`src/rtl/regfile_writeback.sv`:
```
// regfile_writeback: merges ALU and memory results onto the register file write port.
// Also tracks pending loads so decode can stall on read-after-load hazards.
module regfile_writeback #(
    parameter int WIDTH_DATA = 32,
    parameter int LENGTH = 32
) (
    input  logic                      clock_i,
    input  logic                      reset_n_i,
    input  logic                      alu_valid_i,
    input  logic [$clog2(LENGTH)-1:0] alu_rd_i,
    input  logic [WIDTH_DATA-1:0]     alu_data_i,
    input  logic                      mem_valid_i,
    output logic                      mem_ready_o,
    input  logic [$clog2(LENGTH)-1:0] mem_rd_i,
    input  logic [WIDTH_DATA-1:0]     mem_data_i,
    input  logic                      issue_valid_i,
    input  logic [$clog2(LENGTH)-1:0] issue_rd_i,
    input  logic [$clog2(LENGTH)-1:0] rs1_i,
    input  logic [$clog2(LENGTH)-1:0] rs2_i,
    output logic                      stall_o,
    output logic                      reg_write_o,
    output logic [$clog2(LENGTH)-1:0] wr_register_o,
    output logic [WIDTH_DATA-1:0]     wr_data_o
);
    localparam int W_ADDR = $clog2(LENGTH);
    logic                  buf_full;
    logic [W_ADDR-1:0]     buf_rd;
    logic [WIDTH_DATA-1:0] buf_data;
    logic                  from_mem;
    logic [LENGTH-1:0]     busy;
    logic [LENGTH-1:0]     busy_next;
    logic                  mem_hs;
    logic                  sel_valid;
    logic                  sel_mem;
    logic                  sel_wr;
    logic [W_ADDR-1:0]     sel_rd;
    logic [WIDTH_DATA-1:0] sel_data;

    assign mem_ready_o = reset_n_i & ~buf_full;
    assign mem_hs      = mem_valid_i & mem_ready_o;
    assign stall_o     = busy[rs1_i] | busy[rs2_i];

    // ALU never stalls, so it always wins; a buffered result drains before any new accept.
    always_comb begin
        sel_valid = alu_valid_i | buf_full | mem_hs;
        sel_mem   = ~alu_valid_i & (buf_full | mem_hs);
        sel_rd    = alu_valid_i ? alu_rd_i : buf_full ? buf_rd : mem_rd_i;
        sel_data  = alu_valid_i ? alu_data_i : buf_full ? buf_data : mem_data_i;
        sel_wr    = sel_valid & (sel_rd != '0);
    end

    // A set on the same edge as a clear must win, so it is applied last.
    always_comb begin
        busy_next = busy;
        if (reg_write_o && from_mem) busy_next[wr_register_o] = 1'b0;
        if (issue_valid_i) busy_next[issue_rd_i] = 1'b1;
        busy_next[0] = 1'b0;
    end

    always_ff @(posedge clock_i) begin
        if (!reset_n_i) begin
            buf_full      <= 1'b0;
            buf_rd        <= '0;
            buf_data      <= '0;
            reg_write_o   <= 1'b0;
            wr_register_o <= '0;
            wr_data_o     <= '0;
            from_mem      <= 1'b0;
            busy          <= '0;
        end else begin
            if (mem_hs && alu_valid_i) begin
                buf_full <= 1'b1;
                buf_rd   <= mem_rd_i;
                buf_data <= mem_data_i;
            end else if (buf_full && !alu_valid_i) begin
                buf_full <= 1'b0;
            end
            reg_write_o <= sel_wr;
            if (sel_wr) begin
                wr_register_o <= sel_rd;
                wr_data_o     <= sel_data;
            end
            from_mem <= sel_mem;
            busy     <= busy_next;
        end
    end
endmodule

```
`config.mk`:
```
export PLATFORM = sky130hd
export DESIGN_NAME = regfile_writeback
export DESIGN_NICKNAME = d
export VERILOG_FILES = /design/src/rtl/regfile_writeback.sv
export SDC_FILE = /design/constraint.sdc
export NUM_CORES = 1
export LEC_CHECK = 0
export BUFFER_PORTS_ARGS = -buffer_cell sky130_fd_sc_hd__buf_2
export CORE_ASPECT_RATIO = 0.8
export CORE_MARGIN = 1
export CORE_UTILIZATION = 50
export CTS_CLUSTER_DIAMETER = 150
export CTS_CLUSTER_SIZE = 10
export DETAILED_ROUTE_END_ITERATION = 8
export GPL_TIMING_DRIVEN = 0
export PLACE_DENSITY = 0.77
export SYNTH_ARGS = -nofsm -noshare
export SYNTH_HDL_FRONTEND = slang
export SYNTH_SLANG_ARGS = --single-unit
```
`constraint.sdc`:
```
create_clock -name clock_i -period 3.1 [get_ports clock_i]
set_input_delay 0.93 -clock clock_i [delete_from_list [all_inputs] [get_ports clock_i]]
set_output_delay 0.93 -clock clock_i [all_outputs]
set_load 0.02 [all_outputs]
```
Word-level counts from Yosys, hierarchy flattened
Cells that the tools add are included.

cells by class
  magnitude comparators = 6
  mux-type cells = 16
  bitwise gates (word level) = 13
  reductions and logical operators = 8

operators by type and width
  operator                                                            number
  2-to-1 mux 32 bit                                                   4
  bitwise AND 32 bit                                                  1
  NOT 32 bit                                                          1
  OR 32 bit                                                           1
  less-than comparator 5 x 6 -> 1 bit (second input constant)         4
  binary-select mux 1 bit (select 5 bit)                              2
  demux 1 bit (select 5 bit)                                          2
  greater-or-equal comparator 5 x 1 -> 1 bit (second input constant)  2
  2-to-1 mux 5 bit                                                    2
  2-to-1 mux 1 bit                                                    6
  logical AND 1 bit                                                   5
  nonzero test 5 bit                                                  1
  bitwise AND 1 bit                                                   4
  OR 1 bit                                                            4
  NOT 1 bit                                                           2
  nonzero test 2 bit                                                  1
  logical NOT 1 bit                                                   1

word-level totals
  bits in registers = 109
  input bits = 94
  output and inout bits = 40
  logic and storage cells = 52

Logic depth before layout (Yosys ltp)
Gate-level depths: netlist of the first run.

  depth in word-level cells = 9
  mapped depth = 8
  mapped depth without buffers = 5

Least setup slack after synthesis of the first run
Ideal clock, no wire load.

  path type = input port to output port
  from = in rs2_i[0]
  to = out stall_o
  arrival = 2.336 ns
  data required time = 2.170 ns
  slack = -0.166 ns
  stages = 6
  buffers on the path = 1
  cells stage by stage = buf_6 mux4_2 and3_1 a211o_1 nor3_1 nand4_1

between the ends
  word-level cells in the longest chain between the ends = 3

ends and longest elaborated chain
  element                                 RTL line  source
  start, declared                         19        input logic [$clog2(LENGTH)-1:0] rs2_i,
  binary-select mux 1 bit (select 5 bit)  41        assign stall_o = busy[rs1_i] | busy[rs2_i];
  2-to-1 mux 1 bit (not written as such)  41
  OR 1 bit                                41
  end, declared                           20        output logic stall_o,

No other way between the ends. The select of a mux whose other input is x is not followed.

Worst setup path in the final report of the first run
Ends and elaborated chain as after synthesis.

==> results of run 1 <==
[worst register-to-register path, cell delays in order, from the launching register on]
cell      delay (ps)
dfxtp_1          360
buf_6            180
a211oi_4         380
nand2b_1         170
buf_2            230
buf_4            210
nor3_1            70
a31oi_1          200
o311ai_1         150
[layout make-up]
| type | count | area, um2 | area share [%] |
|---|---|---|---|
| multi-input cells | 521 | 3638 | 49.68 |
| plain buffers | 65 | 387.9 | 5.296 |
| inverters | 1 | 3.754 | 0.05125 |
| repair buffers | 128 | 654.4 | 8.934 |
| clock buffers | 9 | 225.2 | 3.075 |
| flip-flops and latches | 108 | 2162 | 29.52 |
| clock inverters | 7 | 67.56 | 0.9224 |
| well taps | 148 | 185.2 | 2.528 |
[metal layers]
metal	share of wire [%]	up-vias	track usage, %
met2	45	345	48.70
met4	1.9	0	10.47
met1	44	3006	41.17
met3	8.9	33	6.075
li1	-	2886	-
met5	0	-	0
[metrics by stage]
step	cell area, um2	hold slack (ps)
3_5_place_dp	6980	455.8
2_1_floorplan	6165	440.0
5_1_grt	7325	488.2
3_3_place_gp	6980	445.7
6_report	7325	463.5
4_1_cts	7286	465.6
[state kept, by name, summed over array words and instances, names as in the netlist]
name,cells
wr_data_o,32
reg_write_o,1
buf_rd,5
wr_register_o,5
buf_data,32
from_mem,1
busy,31
buf_full,1
[placed cells by master (no fill, tap or decap), drive strengths merged, types with 2 or more instances in the layout]
master,count
a211oi,5
nand2,114
nor3b,4
nor2b,3
clkinvlp,3
a31oi,33
nand3,5
dfxtp,108
nand3b,6
nor2,17
nor3,36
or3b,3
or3,2
nand4b,2
buf,163
mux2i,50
nand4,35
and3,4
o311ai,32
nand2b,3
mux2,38
o21ai,37
clkbuf,39
a21boi,69
clkinv,3
mux4,9
and3b,2
[report_power, final]
group          switching [W]  internal (W)  total [W]
combinational       0.000422      0.000280   0.000703
sequential         0.0000748       0.00147    0.00154
clock               0.000533      0.000623    0.00116
total                0.00103       0.00237    0.00340
[timing repair]
item,CTS,global route
buffers inserted,0,2
resized for setup,4,7
pin swaps,1,3
endpoints found under the setup margin,1,1
[cell families after synthesis]
family                 synth area share, %
AOI/OAI and AO/OA                    21.29
buffers and inverters                5.878
DFF                                  35.14
muxes                                18.85
and+or+nand+nor                      18.83
[worst max-delay path by stage]
| stage | cells past startpoint | endpoint |
|---|---|---|
| finish | 7 | stall_o |
| global route | 7 | stall_o |
| CTS | 7 | stall_o |
| detailed placement | 8 | stall_o |
| global placement | 8 | stall_o |
| floorplan | 6 | stall_o |
==> summary.md, run 1 <==
The most common cell in the synthesized netlist is nand2_1. For the final database, setup skew stands at 8.000 ps. The post-route netlist has 28.37% of its cells at a drive strength greater than 1. Setup repair after global routing could not meet its margin everywhere.

Entering global routing, the biggest net connects 18 pins. In this run the power density over the cells is 464.4 mW/mm2. The die boundary height works out to 101.2 um. Buffers inserted during clock tree synthesis total 9. The biggest area contributor in the post-synthesis netlist is dfxtp_1. Pre-CTS setup slack: -428.9 ps. Max-cap violations in this run came to 0. On the worst path, the slowest cell contributes a delay of 500 ps. The logs give 2 for the number of buffers on the longest clock path and 350 ps for the clock latency on the worst-skew pair. During synthesis, Yosys emitted a total of 0 warnings.

The maximum resistive drop on vdd is 0.3501 mV, and the count of boundary I/O pins is 134. The cell family with the largest share of critical-path delay was multiplexers. Share of the synthesized area in the top cell type: 35.14%.

Summed over all failing endpoints, the final setup total negative slack is -279.2 ps. The critical path starts at rs2_i[0]. After synthesis the netlist holds a flip-flop and latch count of 108.

For this block, the via count after detailed routing is 6,270. The clock drives 108 sinks. Along the worst path, the maximum fanout reaches 10. The tools report the critical register-to-register path endpoint as wr_data_o[22]$_SDFFE_PN0P_.

The worst hold path was traced through 2 stages. The run gives 0 as the total DRC errors in the routed layout. The setup-violating endpoint count in the final report came out at 1. The via count of the first global-routing pass was 5,963. The routed design has 19.16 mm of wire. The worst register-to-register path begins at buf_full$_SDFFE_PN0P_. The tools report the start point of the worst min-delay path as buf_data[30]$_SDFFE_PN0P_. The largest individual stage delay along the critical path comes from the cell mux4_2.

In this run, synthesis inferred 0 flip-flops with an integrated enable. Among all flip-flop cells after synthesis, the most frequent one is dfxtp_1. The H-tree generated during clock tree synthesis spans 3 levels.

The die is 126.0 um wide. Relative to the synthesized area, the layout overhead comes to 19.06%. The hold violation total from the final report was 0; the die area was 0.01275 mm2. The type of the most critical hold path was register to register. The number of standard cells in the layout, taps in and fillers out was 987. The checks that failed: negative setup slack. The cell count after synthesis came out at 695. The maximum frequency from static timing analysis came out at 295.9 MHz.

For the number of core rows, the log shows 35. The critical path goes through buf_12 > mux4_2 > and3_1 > a211o_1 > nor3_2 > nand4_1 > buf_4. The critical path is of the input pin to output port type. Type of element launching the critical path: an input pin. Of the available clock period, the critical path in the final layout requires 109.0%. For the setup slack of the worst register-to-register path, the log shows 1000 ps. The type of destination of the critical path was an output port. The post-synthesis cell type count is 46, and the last weighted congestion value of the routability-driven placer is 0.8991. For this run, the total global-route usage over all layers was measured as 30.39%.

The tree is rooted in a clkbuf_16. The routed design could run at a clock period as short as 3379 ps. At the pin with the least slew margin, the transition time is 1105 ps.

The design draws 0.003402 W. Total overflow reported by the global router: 0. Number of routed nets with antenna violations: 0. In the synthesized netlist, the cells that appear most often are nand2_1 (114), dfxtp_1 (108), a21boi_0 (68).

A synthesized cell averages 8.852 um2. For the utilization after layout, the log shows 62.41%. TritonCTS built the clock tree. The final setup slack of the worst path is -279.2 ps. The worst relative slew slack is 26.15%.

Counting flops with an async set or reset pin after synthesis yields a share of 0%. The data required time at the worst endpoint is 2170 ps, and the initial antenna violation count is 0. Fill cells in the final layout number 1,042. The average routed wire per standard cell is 19.41 um, and the number of buffer and inverter stages on the critical path is 2.

After clock tree synthesis, the clock-pin slew on the worst setup and hold paths is 70 ps. The first global-routing pass estimated 30.61 mm of wire. Once the floorplan was initialized, standard cells occupied 52.42% of the core.

For the worst setup path, the data arrival time is 2450 ps. The run gives 7 as the total iterations of the first detailed-routing run. Net count reported at finish: 928.

The post-placement cell count is 969. The number of vias per cell was 6.353; the leakage power was 2.798 nW. Counting every net in the synthesized netlist gives 789. Number of antenna repair diodes: 0. After synthesis, the cell types taking the most area are dfxtp_1 (35%), a21boi_0 (8.3%), mux2i_1 (7.8%). The run finished, with violations left. Iteration-0 DRC count of the detailed router: 597. In this run, post-CTS hold repair placed 0 buffers.

The tools report the count of final max-slew check failures as 0. The quantity of I/O buffers inserted on ports is 126. Summing every instance area after synthesis gives 0.006152 mm2. For the worst flop-to-flop path, the logic depth is 8.

The floorplan step defined a core boundary enclosing 0.01174 mm2. The detailed placement HPWL is 14.13 mm. The share of the yosys chip area belonging to registers was 35.14%. The worst hold path terminates at buf_data[30]$_SDFFE_PN0P_.
No activity file was read; power rests on OpenSTA's default activity.
==> inputs of run 2 (changes only) <==
--- a/config.mk
+++ b/config.mk
@@ -7,7 +7,7 @@
 export LEC_CHECK = 0
 export BUFFER_PORTS_ARGS = -buffer_cell sky130_fd_sc_hd__buf_2
 export CORE_ASPECT_RATIO = 0.8
-export CORE_MARGIN = 1
+export CORE_MARGIN = 2
 export CORE_UTILIZATION = 50
 export CTS_CLUSTER_DIAMETER = 150
 export CTS_CLUSTER_SIZE = 10
==> run 2 against run 1 <==
Flip-flop and latch count did not move. Clock power increased by 10%. Core utilization fell by 1.6 points. The flow still finishes with violations (negative setup slack). First-iteration DRC count decreased by 5.4%. Die area grew 3.6%. Fmax is 3.3% higher. Via count shrank 3.0%. Power is 3.2% higher. Non-clock buffer count is 1 lower. Largest power group unchanged.
==> summary.md, run 2 (synthesis results as in run 1) <==
The flow ran to the end, but the final reports show violations. The checks that failed: negative setup slack. Leaving out fill and tap cells, the most frequent cells in the layout are buf_2 (143), nand2_1 (114), dfxtp_1 (108). The cell area after layout is 0.007336 mm2 (+0.15%), and the global-route track usage on met1 is 40.82% (-0.35 points). Detailed placement HPWL: 13.12 mm (-7.1%). The run gives 9 (unchanged) as the number of buffers inserted during clock tree synthesis. In the final layout, the registers with the most flip-flops are buf_data: 32 flops, wr_data_o: 32 flops, busy: 31 flops.

The most frequent standard cell in the layout excluding fill and tap cells is buf_2. The maximum frequency from static timing analysis was 305.8 MHz (+3.3%). For the TritonCTS sink count, the log shows 108 (unchanged). The number of vias after detailed routing came out at 6,082 (-3.0%). Clock latency on the worst-skew pair: 350 ps (about the same). The tools report the total routing usage reported by global routing as 27.35% (-3.0 points). The setup slack of the worst register-to-register path was 1020 ps (+20 ps); the slew at the pin closest to its max-slew limit was 1184 ps (+78.64 ps). The shortest clock period the worst path allows after layout works out to 3270 ps (-109.5 ps). Type of element launching the critical path: an input pin. The instance count along the most critical hold path is 2 (unchanged), and the first-pass GRT wire length is 28.78 mm (-6.0%). The power density over the cells was 478.6 mW/mm2 (+3.1%). The portion of total power attributed to the clock network was 36.4% (+2.4 points). Leakage power: 2.804 nW (+0.22%). The tree is rooted in a clkbuf_16. The largest driver fanout on the critical path was 8 (-2); the utilization after layout was 60.77% (-1.6 points). The data required time at the worst endpoint was 2170 ps (about the same).

The logs give 0.2677 mV (-24%) for the maximum resistive drop on vdd and 0 (unchanged) for the total overflow reported by the global router. TritonCTS built the clock tree. The tools report the met2 track demand over resource in global routing as 39.24% (-9.5 points). The chip width was 128.0 um (+1.6%). The run gives 0.01321 mm2 (+3.6%) as the die area.

The run gives 0.01207 mm2 (+2.9%) as the core footprint. The worst setup path is captured at an output port. For the number of max-capacitance violations reported, the log shows 0 (unchanged).

The quantity of I/O buffers inserted on ports came out at 126 (unchanged). Grouping stages by cell kind, the critical path spends the most delay in simple AND/OR/NAND/NOR gates. The worst hold path endpoint was buf_data[18]$_SDFFE_PN0P_.

Busiest layer in global routing: met1. The number of core rows is 36 (+2.9%), and the count of boundary I/O pins is 134 (unchanged). The via count of the first global-routing pass is 5,531 (-7.2%), and the total iterations of the first detailed-routing run is 5 (-2). The net count reported at finish is 927 (-0.11%), and the starting density of the core is 50.96% (-1.5 points). The tools report the start point of the worst min-delay path as buf_data[18]$_SDFFE_PN0P_. The initial antenna violation count is 0 (unchanged).

The worst register-to-register path ends at wr_data_o[21]$_SDFFE_PN0P_. The critical path is of the input pin to output port type. Setup repair after global routing could not meet its margin everywhere. CTS clock-pin slew for the worst setup and hold paths: 70 ps (about the same). The total routed wirelength is 18.19 mm (-5.1%). For the relative contribution of sequential cells to total power, the log shows 43.8% (-1.6 points). In this run the worst hold path is classified as register to register. The number of vias per cell was 6.143 (-3.3%). The die boundary height was 103.2 um (+2.0%); the average routed wire per standard cell was 18.37 um (-5.4%). The hold violation total from the final report came out at 0 (unchanged).

The worst relative slew slack was 20.89% (-5.3 points); the combinational share of power was 19.7% (-1.0 points). The number of buffers on the longest clock path was 2 (unchanged). The master of the slowest instance on the critical path was mux4_2. Launch point of the worst reg-to-reg path: buf_full$_SDFFE_PN0P_.

The logs give 0 (unchanged) for the number of antenna repair diodes and 7.645 ps (-0.3551 ps) for the setup clock skew after layout. By instance count, the cell type seen most on the critical path is nand4_1. The number of buffer and inverter stages on the critical path is 2 (unchanged), and the met3 usage in global routing is 6.019% (-0.056 points).

The setup-violating endpoint count in the final report is 1 (unchanged). The share of layout cells above drive strength 1 is 28.04% (-0.32 points), and the standard cell area after detailed placement is 0.006985 mm2 (about the same). Number of fillers in the final layout: 1,094 (+5.0%). The count of cells along the worst register-to-register path was 7 (-1); the pre-CTS setup slack was -315.9 ps (+113.0 ps).

The iteration-0 DRC count of the detailed router came out at 565 (-5.4%). The total DRC errors in the routed layout was 0 (unchanged). The last weighted congestion value of the routability-driven placer is 0.8732 (-2.9%), and the total internal power is 0.002480 W (+4.6%). Net switching power: 0.001031 W (+0.10%). The count of final max-slew check failures came out at 0 (unchanged). Worst hold slack across all endpoints: 462.5 ps (-1.006 ps).

The arrival time of the worst setup path is 2340 ps (-110 ps), and the final critical-path share of the clock period is 105.5% (-3.5 points). The switching portion of total power is 29.36% (-0.91 points). The final setup slack of the worst path is -169.7 ps (+109.5 ps), and the maximum cell stage delay along the critical path is 500 ps (about the same). The run gives 18 (unchanged) as the largest net degree at the start of global routing. Traced cell by cell, the critical path runs through buf_4 > mux4_2 > or3b_2 > nand4_1 > nor3_2 > nand4_1 > buf_2.

The CTS H-tree depth was 3 (unchanged); the hold-fix buffer count after cts was 0 (unchanged). Compared with the post-synthesis result, the final layout area differs by 19.24%. The number of routed nets with antenna violations came out at 0 (unchanged).
==> run 2: metal layers <==
layer  vias up  routed length (um)
li1       2881                   -
met1      2854                8484
met2       313                7550
met3        34                1683
met4         0                 469
met5         -                   0
==> run 2: final cells by class <==
class / instances / area [um2] / share of cell area (%)
multi-input cells: 521 / 3633 / 49.53
inverters: 1 / 3.754 / 0.05117
well taps: 152 / 190.2 / 2.593
clock inverters: 5 / 83.83 / 1.143
plain buffers: 65 / 381.6 / 5.202
flip-flops and latches: 108 / 2162 / 29.47
repair buffers: 127 / 638.1 / 8.699
clock buffers: 11 / 242.7 / 3.309
==> run 2: worst register-to-register path: cells and delay by family (launching register included) <==
family / cells / cell delay (ps)
buffers and inverters: 2 / 500
AOI/OAI and AO/OA: 2 / 290
muxes: 2 / 620
and+or+nand+nor: 1 / 100
DFF: 1 / 450
==> run 2: worst max-delay path by stage <==
| stage | startpoint | endpoint | cells past startpoint |
|---|---|---|---|
| final | rs1_i[0] | stall_o | 7 |
| after global routing | rs2_i[2] | stall_o | 8 |
| after CTS | rs2_i[0] | stall_o | 7 |
| after detailed placement | rs2_i[2] | stall_o | 8 |
| after global placement | rs2_i[2] | stall_o | 8 |
| after floorplan | rs2_i[0] | stall_o | 6 |
==> run 2: power by group through the flow <==
stage / clock, W / combinational, W / sequential [W]
after floorplan: 0 / 0.000369 / 0.00162
after global placement: 0 / 0.000673 / 0.00157
after detailed placement: 0 / 0.000681 / 0.00157
after CTS: 0.00128 / 0.000685 / 0.00154
after global routing: 0.00133 / 0.000748 / 0.00155
final: 0.00128 / 0.000693 / 0.00154
==> run 2: timing repair <==
| item | 4_1_cts | 5_1_grt |
|---|---|---|
| endpoints found under the hold margin | 0 | 0 |
| endpoints found under the setup margin | 1 | 1 |
| resized for setup | 4 | 1 |
| buffers inserted | 1 | 0 |
==> run 2: metrics by stage <==
stage | setup TNS [ps] | std cells | total power [W]
after floorplan | -62.60 | 695 | 0.001993
after global placement | -340.4 | 973 | 0.002239
after detailed placement | -315.9 | 973 | 0.002247
after CTS | -156.9 | 990 | 0.003502
after global routing | -255.1 | 990 | 0.003631
final | -169.7 | 990 | 0.003511
